### config.mk
export PLATFORM = sky130hd
export DESIGN_NAME = hazard_ctrl
export DESIGN_NICKNAME = d
export VERILOG_FILES = /design/src/rtl/hazard_pkg.sv /design/src/rtl/hazard_stage_reg.sv /design/src/rtl/hazard_ctrl.sv
export SDC_FILE = /design/constraint.sdc
export NUM_CORES = 1
export LEC_CHECK = 0
export BUFFER_PORTS_ARGS = -buffer_cell sky130_fd_sc_hd__buf_2
export CORE_ASPECT_RATIO = 0.8
export CORE_MARGIN = 2
export CORE_UTILIZATION = 60
export DETAILED_ROUTE_END_ITERATION = 7
export GPL_TIMING_DRIVEN = 0
export PLACE_DENSITY_LB_ADDON = 0.1
export SETUP_SLACK_MARGIN = 0.3
export SYNTH_ARGS = -nofsm -noshare
export SYNTH_HDL_FRONTEND = slang
export SYNTH_SLANG_ARGS = --single-unit
### constraint.sdc
create_clock -name clk -period 4.6 [get_ports clk]
set_input_delay 0.92 -clock clk [delete_from_list [all_inputs] [get_ports clk]]
set_output_delay 0.92 -clock clk [all_outputs]
set_load 0.05 [all_outputs]
### src/rtl/hazard_pkg.sv
// Shared encodings, the shadow-entry type and the register-match helper
// used by the hazard controller and its stage registers.
package hazard_pkg;

  // D-stage bypass selects
  localparam logic [1:0] SEL_GRF  = 2'b00;
  localparam logic [1:0] SEL_E    = 2'b01;
  localparam logic [1:0] SEL_M    = 2'b10;
  localparam logic [1:0] SEL_W    = 2'b11;

  // E-stage bypass selects
  localparam logic [1:0] SEL_PIPE = 2'b00;
  localparam logic [1:0] SEL_EM   = 2'b01;
  localparam logic [1:0] SEL_EW   = 2'b10;

  localparam logic [1:0] TUSE_NONE = 2'd3;

  typedef struct packed {
    logic [4:0] rs;
    logic [4:0] rt;
    logic [4:0] dst;
    logic [1:0] tnew;
  } stage_t;

  // Register 0 is hard-wired, so it never matches a producer.
  function automatic logic stage_match(input stage_t s, input logic [4:0] r);
    return (r != 5'd0) && (s.dst == r);
  endfunction

endpackage

### src/rtl/hazard_stage_reg.sv
// One shadow pipeline entry: loads every edge, optionally as a bubble,
// with optional tnew decrement (saturating) or tnew clear.
module hazard_stage_reg
  import hazard_pkg::*;
(
  input  logic   clk,
  input  logic   reset,
  input  stage_t d,
  input  logic   bubble,
  input  logic   dec,
  input  logic   clr_tnew,
  output stage_t q
);

  stage_t nxt;

  always_comb begin
    nxt = d;
    if (bubble)
      nxt = '0;
    else if (clr_tnew)
      nxt.tnew = 2'd0;
    else if (dec && (d.tnew != 2'd0))
      nxt.tnew = d.tnew - 2'd1;
  end

  always_ff @(posedge clk or negedge reset) begin
    if (!reset)
      q <= '0;
    else
      q <= nxt;
  end

endmodule

### src/rtl/hazard_ctrl.sv
// Pipeline hazard controller: tracks E/M/W producers in shadow entries and
// derives stall plus D- and E-stage bypass selects.
module hazard_ctrl
  import hazard_pkg::*;
(
  input  logic        clk,
  input  logic        reset,
  input  logic [4:0]  d_rs,
  input  logic [4:0]  d_rt,
  input  logic [1:0]  d_tuse_rs,
  input  logic [1:0]  d_tuse_rt,
  input  logic [4:0]  d_dst,
  input  logic [1:0]  d_tnew,
  output logic        stall,
  output logic [1:0]  fwd_d_rs_sel,
  output logic [1:0]  fwd_d_rt_sel,
  output logic [1:0]  fwd_e_rs_sel,
  output logic [1:0]  fwd_e_rt_sel,
  output logic [15:0] stall_cnt
);

  stage_t d_entry, m_in, e_q, m_q, w_q;
  logic   unused_src;

  assign d_entry = '{rs: d_rs, rt: d_rt, dst: d_dst, tnew: d_tnew};
  // M and W only track the producer side, so sources are dropped here.
  assign m_in    = '{rs: 5'd0, rt: 5'd0, dst: e_q.dst, tnew: e_q.tnew};

  hazard_stage_reg u_e (
    .clk(clk), .reset(reset), .d(d_entry), .bubble(stall),
    .dec(1'b0), .clr_tnew(1'b0), .q(e_q)
  );

  hazard_stage_reg u_m (
    .clk(clk), .reset(reset), .d(m_in), .bubble(1'b0),
    .dec(1'b1), .clr_tnew(1'b0), .q(m_q)
  );

  hazard_stage_reg u_w (
    .clk(clk), .reset(reset), .d(m_q), .bubble(1'b0),
    .dec(1'b0), .clr_tnew(1'b1), .q(w_q)
  );

  assign unused_src = ^{m_q.rs, m_q.rt, w_q.rs, w_q.rt};

  function automatic logic src_stall(input logic [4:0] r, input logic [1:0] tuse,
                                     input stage_t e, input stage_t m);
    return (tuse != TUSE_NONE) &&
           ((stage_match(e, r) && (e.tnew > tuse)) ||
            (stage_match(m, r) && (m.tnew > tuse)));
  endfunction

  function automatic logic [1:0] d_select(input logic [4:0] r, input stage_t e,
                                          input stage_t m, input stage_t w);
    if (stage_match(e, r))
      return (e.tnew == 2'd0) ? SEL_E : SEL_GRF;
    else if (stage_match(m, r))
      return (m.tnew == 2'd0) ? SEL_M : SEL_GRF;
    else if (stage_match(w, r))
      return (w.tnew == 2'd0) ? SEL_W : SEL_GRF;
    return SEL_GRF;
  endfunction

  function automatic logic [1:0] e_select(input logic [4:0] r, input stage_t m,
                                          input stage_t w);
    if (stage_match(m, r))
      return (m.tnew == 2'd0) ? SEL_EM : SEL_PIPE;
    else if (stage_match(w, r))
      return (w.tnew == 2'd0) ? SEL_EW : SEL_PIPE;
    return SEL_PIPE;
  endfunction

  assign stall = src_stall(d_rs, d_tuse_rs, e_q, m_q) |
                 src_stall(d_rt, d_tuse_rt, e_q, m_q);

  assign fwd_d_rs_sel = d_select(d_rs, e_q, m_q, w_q);
  assign fwd_d_rt_sel = d_select(d_rt, e_q, m_q, w_q);
  assign fwd_e_rs_sel = e_select(e_q.rs, m_q, w_q);
  assign fwd_e_rt_sel = e_select(e_q.rt, m_q, w_q);

  always_ff @(posedge clk or negedge reset) begin
    if (!reset)
      stall_cnt <= 16'd0;
    else if (stall && (stall_cnt != 16'hFFFF))
      stall_cnt <= stall_cnt + 16'd1;
  end

endmodule

==> out/results.tsv <==
metric	value	unit
outcome	complete, no violations	
setup_tns	0	ns
rsz0062_at_grt	no	
antenna_left	0	
grt_antenna_before_repair	0	
core	0.00415	mm²
dieWidth	77.4	µm
post-cts-setup-buffers	0	
drive_above_1_share	18.8	%
ys.flop_type	dfrtp_1	
synth_edf_count	0	
htreeDepth	2	
clk_pin_slew_worst_paths	0.08	ns
synth_xor_area_share	21.3	%
grt_pass1_wl	8.76	mm
cp_slowest_cell	or4_1	
ioPinCount	48	
peakVddDrop	0.000241	V
wire_per_inst	14.6	µm
clk_latency	0.29	ns
max_slew_margin	35.3	%
final_nets	340	
pwr-share-clk	24.5	%
ctsResizeCount	0	
critical_path.max_fanout	10	
grt_max_degree	46	
hpwl	3.98	mm
p_switching	0.000327	W
port_buffers	45	
ys_warn_count	0	
stdcell_count	366	
cts.sinks	45	
switching_share	34.2	%
cts_made_buffers	5	
intPower	0.000630	W
tritoncts	built	
post-route-period-util	86.7	%
max_freq	251	MHz
skew	0.00574	ns
finalHoldViolCount	0	
hp-class	reg2reg	
synth_top_family_by_area	simple AND/OR/NAND/NOR gates	
cts_root_buffer	clkbuf_8	
drt-initial-drc-count	147	
vias_per_cell	5.36	
synth_mux_area_share	1.74	%
drv_slew	0	
slowest_delay	0.59	ns
floorplan.initialDensity	62.3	%
final_util	71.5	%
worstSetupStartpointType	input port	
syn_inst	256	
dieArea	0.00485	mm²
power_frac_seq	49.7	%
drc	0	
track_usage	23.7	%
critPathKind	in2out	
clockBufferDepth	2	
holdWs	0.370	ns
crit_top_cell	buf_2	
row_count	21	
async_flop_share	100	%
cp-end-kind	primary output	
report.final.setup_viol	0	
cap_violations	0	
pre_cts_slack	0.606	ns
die_h	62.7	µm
tightest_slew	0.971	ns
synth_area	0.00259	mm²
grt_pass1_vias	1785	
powerDensity	323	mW/mm²
synth_compound_area_share	5.08	%
antenna_cells	0	
ys_ff_latch	45	
drt-total-wl	5.35	mm
n_fill_cell	334	
synth_cell_type_count	31	
postCtsHoldBufs	0	
fin_crit	3.99	ns
yosys.area_share.simple	21.7	%
overflow	0	
syn_nets	288	
vias	1960	
dp_cells	358	
pwr-share-comb	25.8	%
gp_congestion	0.867	
syn_to_final_growth	14.7	%
firstDrtPassIters	4	
power.leakage	1.41	nW
seq_area_frac_synth	43.5	%
syn_avg_cell_area	10.1	µm²
crit_chain	buf_2, or4_1, o211ai_2, nor3_1, nor4_4, clkbuf_1, inv_1, buf_2	
synth-adder-area-share	4.35	%
layout_setup_ws	0.611	ns
crit_required	3.68	ns
arrival	3.07	ns
flip-flops by register name, summed over array words and instances (netlist names):
| register | count |
|---|---|
| stall_cnt | 16 |
| u_w.q | 5 |
| u_m.q | 7 |
| u_e.q | 17 |
cell usage in the layout, fill, tap and decap left out, drive strengths merged, types with 4 or more instances in the layout:
| cell | n |
|---|---|
| dfrtp | 45 |
| o21ai | 5 |
| nor2b | 5 |
| mux2 | 4 |
| nor2 | 17 |
| and2 | 18 |
| buf | 48 |
| nand3 | 15 |
| a22oi | 4 |
| and3 | 7 |
| o211ai | 6 |
| nor3 | 20 |
| inv | 6 |
| nand2 | 8 |
| ha | 9 |
| xor2 | 29 |
| xnor2 | 34 |
| clkbuf | 13 |
per-layer routing:
metal	part of all wire, %	vias up	routed length (µm)	track usage, %
met3	4.6	2	246	4.77
met5	0	-	0	0
met1	51	933	2720	37.2
met4	0.43	0	23	5.36
li1	-	972	-	-
met2	44	53	2360	33.9
power groups by stage:
stage	clock, W	combinational, W	sequential (W)
after floorplan	0	0.000129	0.000530
after global placement	0	0.000243	0.000482
after detailed placement	0	0.000248	0.000484
after CTS	0.000239	0.000249	0.000476
after global routing	0.000259	0.000272	0.000482
final	0.000234	0.000247	0.000476
cell families (layout without fill, tap and decap cells):
group	after synthesis	count (layout)
simple gates	102	102
xor+xnor	63	63
flops	45	45
compound gates	18	18
buf+inv	15	68
fa+ha+maj	9	9
mux	4	4
Yosys cell counts, types with 4 or more instances:
library cell	instances	share of area (%)
o211ai_1	4	1.2
nand2_1	8	1.2
clkbuf_1	6	0.87
and3_1	7	1.7
nor3_1	20	3.9
and2_1	18	4.4
o21ai_0	5	0.97
xor2_1	29	9.8
xnor2_1	34	12
inv_1	6	0.87
ha_1	9	4.4
a22oi_1	4	1.2
nor2b_1	5	1.2
dfrtp_1	45	44
nand3_1	15	2.9
nor2_1	17	2.5
final cells by class:
type | instances | area, µm² | share of cell area [%]
Multi-Input combinational cell | 196 | 1400 | 47.2
Sequential cell | 45 | 1130 | 38.0
Timing Repair Buffer | 45 | 225 | 7.59
Clock buffer | 7 | 76.3 | 2.57
Tap cell | 57 | 71.3 | 2.40
Buffer | 9 | 36.3 | 1.22
Inverter | 6 | 22.5 | 0.759
Clock inverter | 1 | 7.51 | 0.253
metrics by stage:
step	cell area, µm²	total power [W]
finish	2970	0.000958
global route	2970	0.00101
CTS	2970	0.000964
detailed placement	2880	0.000732
global placement	2880	0.000726
floorplan	2590	0.000659
final timing paths:
| check | startpoint | endpoint | slack [ns] | cells past startpoint |
|---|---|---|---|---|
| hold reg to reg | u_m.q[2] | u_w.q[2] | 0.37 | 0 |
| max in group asynchronous | reset | u_m.q[0] | 3.21 | 1 |
| hold / removal | u_m.q[2] | u_w.q[2] | 0.37 | 0 |
| min in group asynchronous | reset | stall_cnt[11] | 0.78 | 1 |
| setup reg to reg | u_m.q[1] | stall_cnt[9] | 2.18 | 8 |
| setup / recovery | d_rs[1] | stall | 0.61 | 8 |
critical path, delay by kind of cell:
family                 cells  cell delay, ns
and+or+nand+nor            3            1.17
AOI/OAI and AO/OA          1            0.20
buffers and inverters      4            0.77
Power figures use the tool's default switching activity.
